`config.mk`:
```
export PLATFORM = sky130hd
export DESIGN_NAME = pin_entry_collector
export DESIGN_NICKNAME = d
export VERILOG_FILES = /design/src/rtl/pin_entry_collector.sv
export SDC_FILE = /design/constraint.sdc
export NUM_CORES = 1
export LEC_CHECK = 0
export CAP_MARGIN = 20
export CORE_UTILIZATION = 45
export CTS_BUF_LIST = sky130_fd_sc_hd__clkbuf_8
export DETAILED_ROUTE_END_ITERATION = 8
export PLACE_DENSITY_LB_ADDON = 0.12
export SETUP_SLACK_MARGIN = 0.3
export SLEW_MARGIN = 0
export SYNTH_ARGS = -nofsm -noshare
export SYNTH_HDL_FRONTEND = slang
export SYNTH_SLANG_ARGS = --single-unit
```
`constraint.sdc`:
```
create_clock -name clk -period 3.95 [get_ports clk]
set_clock_uncertainty 0.2 [all_clocks]
set_input_delay 0.395 -clock clk [delete_from_list [all_inputs] [get_ports clk]]
set_output_delay 0.395 -clock clk [all_outputs]
set_load 0.02 [all_outputs]
```
`src/rtl/pin_entry_collector.sv`:
```
// pin_entry_collector
//   Upstream stage of the password verifier. Collects keypad key events into
//   a two-digit BCD password and issues a one-cycle enter strobe. Keys are
//   only accepted while a vehicle is present; partial entries are discarded
//   on timeout, clear key or vehicle departure.
//
// Ports
//   clk            in   system clock, rising edge
//   reset          in   synchronous reset, active-high
//   arrival_sensor in   vehicle present at gate
//   key_valid      in   key event strobe (raw press level with debounce)
//   key_code       in   0-9 digit, A clear, E enter, others ignored
//   password       out  {first digit, second digit} BCD
//   enter          out  one-cycle submit pulse
//   digit_count    out  digits currently buffered (0-2)
//   entry_timeout  out  one-cycle pulse when a partial entry times out
//
// Build option
//   KEY_DEBOUNCE_EN : key_valid is treated as a raw level and each press is
//                     accepted after DEBOUNCE_CYCLES stable cycles.
module pin_entry_collector #(
   parameter int unsigned TIMEOUT_CYCLES  = 1000,
   parameter int unsigned DEBOUNCE_CYCLES = 4
) (
   input  logic       clk,
   input  logic       reset,
   input  logic       arrival_sensor,
   input  logic       key_valid,
   input  logic [3:0] key_code,
   output logic [7:0] password,
   output logic       enter,
   output logic [1:0] digit_count,
   output logic       entry_timeout
);

   localparam int unsigned TW = $clog2(TIMEOUT_CYCLES);
   localparam logic [TW-1:0] TMAX = TW'(TIMEOUT_CYCLES - 1);

   if (TIMEOUT_CYCLES < 2 || DEBOUNCE_CYCLES < 1) begin : g_bad_param
      $error("pin_entry_collector: TIMEOUT_CYCLES must be >= 2 and DEBOUNCE_CYCLES >= 1");
   end

   typedef enum logic [1:0] {IDLE, ENTRY, FULL, SUBMIT} state_t;

   // Key event seen by the entry FSM
   logic       key_evt;
   logic [3:0] key_cd;

`ifdef KEY_DEBOUNCE_EN
   localparam int unsigned DW = $clog2(DEBOUNCE_CYCLES + 1);
   localparam logic [DW-1:0] DMAX = DW'(DEBOUNCE_CYCLES);

   logic [DW-1:0] hi_q, hi_d, lo_q, lo_d, hi_nxt;
   logic          armed_q, armed_d;
   logic [3:0]    code_q, code_d, evtc_q, evtc_d;
   logic          evt_q, evt_d;

   // armed: a new press may be recognised. It drops once a press is accepted
   // and returns only after key_valid has been low for DEBOUNCE_CYCLES.
   always_comb begin
      hi_d    = hi_q;
      lo_d    = lo_q;
      armed_d = armed_q;
      code_d  = code_q;
      evt_d   = 1'b0;
      evtc_d  = evtc_q;
      hi_nxt  = '0;
      if (key_valid) begin
         lo_d = '0;
         if (armed_q) begin
            // A code change restarts the stability count
            hi_nxt = (hi_q != '0 && key_code == code_q) ? hi_q + DW'(1) : DW'(1);
            code_d = key_code;
            if (hi_nxt == DMAX) begin
               evt_d   = 1'b1;
               evtc_d  = key_code;
               armed_d = 1'b0;
               hi_d    = '0;
            end else begin
               hi_d = hi_nxt;
            end
         end else begin
            hi_d = '0;
         end
      end else begin
         hi_d = '0;
         if (!armed_q) begin
            if (lo_q + DW'(1) == DMAX) begin
               armed_d = 1'b1;
               lo_d    = '0;
            end else begin
               lo_d = lo_q + DW'(1);
            end
         end
      end
   end

   always_ff @(posedge clk) begin
      if (reset) begin
         hi_q    <= '0;
         lo_q    <= '0;
         armed_q <= 1'b1;
         code_q  <= '0;
         evt_q   <= 1'b0;
         evtc_q  <= '0;
      end else begin
         hi_q    <= hi_d;
         lo_q    <= lo_d;
         armed_q <= armed_d;
         code_q  <= code_d;
         evt_q   <= evt_d;
         evtc_q  <= evtc_d;
      end
   end

   assign key_evt = evt_q;
   assign key_cd  = evtc_q;
`else
   assign key_evt = key_valid;
   assign key_cd  = key_code;
`endif

   state_t        state_q, state_d;
   logic [7:0]    pw_q, pw_d;
   logic [1:0]    cnt_q, cnt_d;
   logic [TW-1:0] tcnt_q, tcnt_d;
   logic          enter_q, enter_d;
   logic          to_q, to_d;
   logic          is_digit, is_clear, is_enter, key_act;

   assign is_digit = (key_cd <= 4'h9);
   assign is_clear = (key_cd == 4'hA);
   assign is_enter = (key_cd == 4'hE);

   always_comb begin
      state_d = state_q;
      pw_d    = pw_q;
      cnt_d   = cnt_q;
      tcnt_d  = '0;
      // enter is a registered copy of the SUBMIT state, so it follows one
      // cycle behind and survives a departure during SUBMIT.
      enter_d = (state_q == SUBMIT);
      to_d    = 1'b0;
      key_act = 1'b0;
      case (state_q)
         IDLE: begin
            if (arrival_sensor) begin
               state_d = ENTRY;
               cnt_d   = 2'd0;
            end
         end
         ENTRY, FULL: begin
            if (key_evt) begin
               if (is_clear) begin
                  pw_d    = 8'h00;
                  cnt_d   = 2'd0;
                  state_d = ENTRY;
                  key_act = 1'b1;
               end else if (is_digit && state_q == ENTRY) begin
                  pw_d    = (cnt_q == 2'd0) ? {4'h0, key_cd} : {pw_q[3:0], key_cd};
                  cnt_d   = cnt_q + 2'd1;
                  state_d = (cnt_q == 2'd1) ? FULL : ENTRY;
                  key_act = 1'b1;
               end else if (is_enter && state_q == FULL) begin
                  state_d = SUBMIT;
                  key_act = 1'b1;
               end
            end
            // An accepted key takes priority over an expiring counter
            if (!key_act && cnt_q != 2'd0) begin
               if (tcnt_q == TMAX) begin
                  pw_d    = 8'h00;
                  cnt_d   = 2'd0;
                  state_d = ENTRY;
                  to_d    = 1'b1;
               end else begin
                  tcnt_d = tcnt_q + TW'(1);
               end
            end
         end
         SUBMIT: begin
            state_d = ENTRY;
            cnt_d   = 2'd0;
         end
         default: state_d = IDLE;
      endcase
      if (!arrival_sensor && state_q != IDLE) begin
         state_d = IDLE;
         cnt_d   = 2'd0;
         pw_d    = 8'h00;
         tcnt_d  = '0;
         to_d    = 1'b0;
      end
   end

   always_ff @(posedge clk) begin
      if (reset) begin
         state_q <= IDLE;
         pw_q    <= 8'h00;
         cnt_q   <= 2'd0;
         tcnt_q  <= '0;
         enter_q <= 1'b0;
         to_q    <= 1'b0;
      end else begin
         state_q <= state_d;
         pw_q    <= pw_d;
         cnt_q   <= cnt_d;
         tcnt_q  <= tcnt_d;
         enter_q <= enter_d;
         to_q    <= to_d;
      end
   end

   assign password      = pw_q;
   assign enter         = enter_q;
   assign digit_count   = cnt_q;
   assign entry_timeout = to_q;

endmodule

```
==> results of run 1 <==
==> final timing paths <==
check	start	endpoint	slack (ns)	cells after the start
worst max register to register	state_q[0]$_SDFFE_PP0P_	tcnt_q[6]$_SDFF_PP0_	1.55	7
worst min-delay path	password[4]$_SDFFE_PP0N_	password[4]$_SDFFE_PP0N_	0.28	1
worst min register to register	password[4]$_SDFFE_PP0N_	password[4]$_SDFFE_PP0N_	0.28	1
worst max-delay path	state_q[0]$_SDFFE_PP0P_	tcnt_q[6]$_SDFF_PP0_	1.55	7
==> registers in the layout, indices dropped and copies added, names as in the netlist <==
| register | count |
|---|---|
| enter | 1 |
| digit_count | 2 |
| password | 8 |
| entry_timeout | 1 |
| tcnt_q | 10 |
| state_q | 2 |
==> logic make-up (layout without fill, tap and decap cells) <==
kind of cell | Yosys count | count (layout) | synth area share [%]
buffers and inverters | 9 | 29 | 3.66
adder cells (fa/ha/maj) | 7 | 7 | 7.53
AO/OA/AOI/OAI | 32 | 32 | 17.5
flip-flops | 24 | 24 | 41.3
AND/OR/NAND/NOR | 53 | 53 | 23.9
XOR/XNOR | 8 | 8 | 6.03
==> placed cells by master (no fill, tap or decap), types with 2 or more instances in the layout <==
cell type / instances
dfxtp_1: 24
clkdlybuf4s50_1: 19
nor2_1: 17
a21oi_1: 9
nand3_1: 9
nand2_1: 8
o21ai_0: 7
ha_1: 7
inv_1: 6
a31oi_1: 5
xor2_1: 5
a22o_1: 4
nand2b_1: 3
xnor2_1: 3
clkbuf_8: 3
o21a_1: 2
nand4b_1: 2
o211a_1: 2
and3_1: 2
==> metrics by stage <==
| stage | cell area (um2) | util [%] |
|---|---|---|
| global placement | 1370 | 55.8 |
| detailed placement | 1370 | 55.8 |
| floorplan | 1160 | - |
| finish | 1440 | 58.7 |
| CTS | 1440 | 58.7 |
| global route | 1440 | 58.7 |
==> report_power, final <==
group | internal (mW) | leakage [nW] | switching [mW] | total [mW]
sequential | 0.245 | 0.194 | 0.00401 | 0.249
clock | 0.135 | 0.0357 | 0.0751 | 0.210
combinational | 0.0268 | 0.288 | 0.0398 | 0.0666
total | 0.408 | 0.517 | 0.119 | 0.526
==> layout make-up <==
| cell class | instances | area (um2) | area share [%] |
|---|---|---|---|
| clock buffer | 3 | 41.3 | 2.86 |
| clock inverter | 1 | 30.0 | 2.08 |
| inverter | 6 | 22.5 | 1.56 |
| multi-input combinational | 100 | 639 | 44.4 |
| sequential | 24 | 480 | 33.3 |
| tap | 30 | 37.5 | 2.60 |
| timing repair buffer | 19 | 190 | 13.2 |
==> metal layers <==
| layer | global-route usage (%) | part of all wire (%) | vias up |
|---|---|---|---|
| li1 | - | - | 509 |
| met1 | 23.7 | 48 | 473 |
| met2 | 33.3 | 47 | 26 |
| met3 | 2.90 | 4.6 | 4 |
| met4 | 6.58 | 0.83 | 0 |
| met5 | 0 | 0 | - |
==> impl_metrics.tcl, run 1 <==
set metrics [dict create \
    drive_gt1_share_pct 3.92 \
    synth_nets 148 \
    drt_pre_antenna_iters 4 \
    seq_area_frac_synth_pct 41.3 \
    core_um2 2450 \
    port_buffers 19 \
    cp_top_family "simple AND/OR/NAND/NOR gates" \
    crit_fanout 9 \
    crit_buf_inv 1 \
    worstSetupStartpointType "register" \
    slew_violations 0 \
    cts.htree.levels 1 \
    worstPathRequired_ns 3.95 \
    synth.most_common_cell "dfxtp_1" \
    synthArstFlopShare_pct 0 \
    routed_via_density 5.53 \
    yosys.area.top_type_share_pct 41.3 \
    finalWirelength_um 2280 \
    path_common_cell "nor2_1" \
    synth.avg_cell_area_um2 8.74 \
    crit_chain "inv_1, ha_1, nor2_1, or2_0, or4b_1, or2_1, nor2_1" \
    clock_path_buffers 2 \
    max_slew_margin_pct 59.1 \
    power.leakage_nw 0.517 \
    cts_buffers 3 \
    status "finished clean" \
    hold_class "reg -> reg" \
    clkLatencyLatePin_ns 0.26 \
    cap_viol_max_count 0 \
    postCtsSetupBuffers 0 \
    start_util_pct 47.3 \
    drc 0 \
    final_nets 169 \
    synthCells 133 \
    cp_slowest_cell "or4b_1" \
    place_hpwl_um 1750 \
    clock_tree.root_cell "clkbuf_8" \
    grt.total_usage_pct 19.2 \
    ant_nets 0 \
    critPathCaptureType "register" \
    worst_pin_slew_ns 0.608 \
    final_cells 183 \
    post-route-period-util_pct 60.7 \
    syn_area_um2 1160 \
    pre_cts_ws_ns 1.31 \
    cp.arrival_ns 2.40 \
    overflow 0 \
    ys_top_cells_by_area "dfxtp_1 (41%), ha_1 (7.5%), nor2_1 (5.5%)" \
    holdBufCountCts 0 \
    synth_edf_count 0 \
    wl_per_cell_um 12.5 \
    ys_ff_latch 24 \
    path_class "reg -> reg" \
    slowest_delay_ns 0.59 \
    n_antenna_cell 0 \
    post-synth-top-area-cell "dfxtp_1" \
    grt_pass1_vias 960 \
    hold_viol 0 \
    ys_warn_count 0 \
    grt_setup_unrepaired "false" \
    dp_cells 179 \
    grt_max_degree 15 \
    fp.dieH_um 52.8 \
    setup_viol 0 \
    worst_slack_ns 1.55 \
    p_per_area_nw_per_um2 365 \
    yosys_most_used_dff "dfxtp_1" \
    finalPower_uw 526 \
    die_x_um 52.8 \
    rows 18 \
    setup-tns-final_ns 0 \
    ir_drop_uv 221 \
    area_delta_synth_final_pct 24.0 \
    place_congestion 0.898 \
    die_area_um2 2790 \
    clk_pin_slew_worst_paths_ns 0.08 \
    whs_ns 0.282 \
    cts_tree "yes" \
    cts_resized 0 \
    antenna_found_initial 0 \
    finalCriticalPeriod_ns 2.40 \
    synthTopCellsByCount "dfxtp_1 (24), nor2_1 (17), a21oi_1 (9), nand3_1 (9), nand2_1 (8)" \
    fill_cells 235 \
    synth_cell_type_count 35 \
    io_pins 20 \
    clock.fmax_ghz 0.417 \
    vias 1012 \
    clock_sinks 24 \
    drt_iter0_markers 25 \
    grt_pass1_wl_um 3950 \
]
Note: power is estimated with default switching activity, not from simulation.
==> inputs of run 2 (changes only) <==
Clock period 3.95 ns to 2.15 ns, I/O delays scaled along.
==> run 2 against run 1 <==
- clock-buffer cell count stayed put
- setup slack worse by 1.4 ns
- clock power is 85% higher
- critical path type unchanged
- critical path depth stayed put
- worst hold slack worse by 0.011 ns
- final cell count is 14% higher
- global-route usage is 4.4 points higher
- wire length is 30% higher
==> impl_metrics.tcl, run 2 (same netlist as run 1, synthesis figures left out) <==
set metrics [dict create \
    wl_met3_um 92 \
    hold_class "reg -> reg" \
    final_util_pct 70.6 \
    finalWirelength_um 2970 \
    cap_viol_max_count 0 \
    clk_pin_slew_worst_paths_ns 0.08 \
    drive_gt1_share_pct 28.7 \
    antenna_found_initial 0 \
    ir_drop_uv 703 \
    clock_sinks 24 \
    n_antenna_cell 0 \
    clock.fmax_ghz 0.497 \
    largest_reg_flops 10 \
    largest_register "tcnt_q" \
    top_layer "met4" \
    timing.reg2reg.setup_slack_ns 0.14 \
    fill_cells 197 \
    final_cells 208 \
    wl_met1_um 1290 \
    max_slew_margin_pct 79.3 \
    crit_fanout 5 \
    path_common_cell "or2_4" \
    path_class "reg -> reg" \
    port_buffers 19 \
    grt_max_degree 15 \
    io_pins 20 \
    setup_viol 0 \
    cts.htree.levels 1 \
    crit_chain "inv_4, ha_4, nor2_4, or2_4, or4b_4, or2_4, nor2_1" \
    die_x_um 52.8 \
    grt_setup_unrepaired "true" \
    rows 18 \
    multi_input_area_um2 742 \
    worst_pin_slew_ns 0.309 \
    layout_common_cells "buf_4 (24), dfxtp_1 (20), clkdlybuf4s50_1 (19), nor2_1 (14), nand3_1 (9)" \
    ant_nets 0 \
    start_util_pct 47.3 \
    cts_buffers 3 \
    grt.total_usage_pct 23.6 \
    status "finished clean" \
    cp.arrival_ns 2.02 \
    drc 0 \
    whs_ns 0.271 \
    critPathCaptureType "register" \
    final_nets 194 \
    cts_tree "yes" \
    cp_slowest_cell "or4b_4" \
    pre_cts_ws_ns -0.152 \
    drt_iter0_markers 26 \
    ff_latch_area_um2 488 \
    worst_slack_ns 0.138 \
    routed_via_density 5.48 \
    slew_violations 0 \
    worstSetupStartpointType "register" \
    hold_viol 0 \
    wl_per_cell_um 14.3 \
    grt_pass1_vias 1129 \
    die_area_um2 2790 \
    post-route-period-util_pct 93.6 \
    worstPathRequired_ns 2.16 \
    final_common_cell "buf_4" \
    core_um2 2450 \
    vias 1140 \
    place_congestion 0.874 \
    drt_pre_antenna_iters 4 \
    slowest_delay_ns 0.53 \
    clkLatencyLatePin_ns 0.27 \
    clock_path_buffers 2 \
    dp_cells 197 \
    finalCriticalPeriod_ns 2.01 \
    p_per_area_nw_per_um2 610 \
    place_hpwl_um 1980 \
    clock_tree.root_cell "clkbuf_8" \
    grt_pass1_wl_um 4780 \
    setup-tns-final_ns 0 \
    power.leakage_nw 0.665 \
    wl_met2_um 1550 \
    fp.dieH_um 52.8 \
    overflow 0 \
    area_delta_synth_final_pct 49.2 \
]
run 2: worst max-delay path, delay by kind of cell, from the launching register on:
family / cells / cell delay, ns
adder cells (fa/ha/maj): 1 / 0.15
buffers and inverters: 1 / 0.06
flip-flops: 1 / 0.37
AND/OR/NAND/NOR: 5 / 1.17
run 2: layout make-up:
type,instances,area share (%)
Multi-Input combinational cell,101,42.8
Timing Repair Buffer,43,21.4
Clock inverter,1,1.73
Inverter,6,1.44
Sequential cell,24,28.1
Tap cell,30,2.16
Clock buffer,3,2.38
run 2: per-layer routing:
metal  up-vias  track usage [%]
met5         -                0
met4         0             8.77
met3         5             4.06
met2        21             43.5
met1       549             26.6
li1        565                -
run 2: through the flow:
stage	total power, mW	instance area [um2]
after floorplan	0.559	1180
after global placement	0.625	1530
after detailed placement	0.629	1530
after CTS	1.04	1710
after global routing	1.10	1730
final	1.06	1730
run 2: repair_timing:
item,4_1_cts,5_1_grt
hold buffers,0,0
setup endpoints to repair,16,17
gates resized for setup,15,6
setup buffers,5,1
gates cloned,1,0
pin swaps,9,3
run 2: where the power goes:
part	internal (mW)	total [mW]	switching [mW]
logic	0.0999	0.207	0.107
registers	0.453	0.461	0.00848
clock network	0.249	0.389	0.140
run 2: path summary, 6_finish.rpt:
kind / start / to / cells after the start
min: tcnt_q[0]$_SDFF_PP0_ / tcnt_q[0]$_SDFF_PP0_ / 1
max: state_q[0]$_SDFFE_PP0P_ / tcnt_q[8]$_SDFF_PP0_ / 7
min reg2reg: tcnt_q[0]$_SDFF_PP0_ / tcnt_q[0]$_SDFF_PP0_ / 1
max reg2reg: state_q[0]$_SDFFE_PP0P_ / tcnt_q[8]$_SDFF_PP0_ / 7
==> edit, RTL diff (flow settings as in run 2) <==
Build with the macro `KEY_DEBOUNCE_EN` defined.
--- a/src/rtl/pin_entry_collector.sv
+++ b/src/rtl/pin_entry_collector.sv
@@ -18,6 +18,8 @@
 // Build option
 //   KEY_DEBOUNCE_EN : key_valid is treated as a raw level and each press is
 //                     accepted after DEBOUNCE_CYCLES stable cycles.
+`define KEY_DEBOUNCE_EN
+
 module pin_entry_collector #(
    parameter int unsigned TIMEOUT_CYCLES  = 1000,
    parameter int unsigned DEBOUNCE_CYCLES = 4
Check against the original RTL: not equivalent (a bounded check fails within 4 cycles, from zero or initial values and one cycle with reset high).
==> edit against run 2 <==
Area after synthesis grew 84%; synthesized cell count grew 80%; cell count grew 56%; sequential cell count grew 16; cell area grew 55%; die area grew 80%; power grew 35%; wire length grew 60%; worst setup slack gained 180 ps.
==> edit: results (changes against run 2) <==
| Metric | Value |
|---|---|
| Sequential area share after synthesis | 37.5% (-3.8 points) |
| Initial DRC count | 101 (+290%) |
| Final non-filler cell total | 325 (+56%) |
| Synth Area in Compound Gates | 19.9% (+2.3 points) |
| Inverter count | 9 (+3) |
| Power Internal | 1.07 mW (+34%) |
| 1st-pass router iterations | 6 (+2) |
| Count of multi-input gates | 183 (+81%) |
| GP Congestion | 0.930 (+6.4%) |
| PostCTS Resize Cnt | 5 (-10) |
| Register Area | 810 um2 (+66%) |
| Clk cell area share | 3.44% (-0.67 points) |
| Pre-CTS setup slack | 184 ps (+336 ps) |
| Crit path max-delay family | compound AO/OA/AOI/OAI gates |
| Fillers | 425 (+120%) |
| Largest stage delay on the critical path | 350 ps (-180 ps) |
| Net count, final | 291 (+50%) |
| Drt total wl | 4.74 mm (+60%) |
| Row Count | 24 (+6) |
| P&R area growth vs syn | 26.1% |
| Worst relative slew slack | 73.8% (-5.5 points) |
| Seq group | 0.756 mW (+64%) |
| CTS H-tree lvls | 2 (+1) |
| Outcome | completed |
| Mux contribution to synthesized area | 0.469% (+0.47 points) |
| Routed vias/inst | 5.69 (+3.9%) |
| Placed instance count | 309 (+57%) |
| Share of cells above drive strength 1 | 21.6% (-7.0 points) |
[edit: changes by cell type in the layout (fill, tap and decap cells not counted), moves of 7 or more]
cell     change
nand3_1      +7
dfxtp_1     +15
buf_4       -11
nand2_1     +15
o21ai_1      +7
[edit: logic make-up after synthesis]
group / after synthesis
multiplexers: 1
XOR/XNOR: 14
adder cells (fa/ha/maj): 11
AO/OA/AOI/OAI: 57
flip-flops: 40
AND/OR/NAND/NOR: 99
buffers and inverters: 17
[edit: worst min path at each step]
stage | to | slack (ps) | cells after the start
after global placement | tcnt_q[0] | 250 | 1
after detailed placement | password[7] | 250 | 2
after global routing | password[7] | 300 | 2
final | password[7] | 260 | 2
after floorplan | evtc_q[0] | 170 | 2
after CTS | password[7] | 270 | 2
[edit: layer usage]
layer	vias up	GRT usage (%)	share of wire (%)
met2	35	33.2	49
met1	872	24.5	47
met4	0	6.67	0.53
met5	-	0	0
li1	941	-	-
met3	2	4.70	2.7
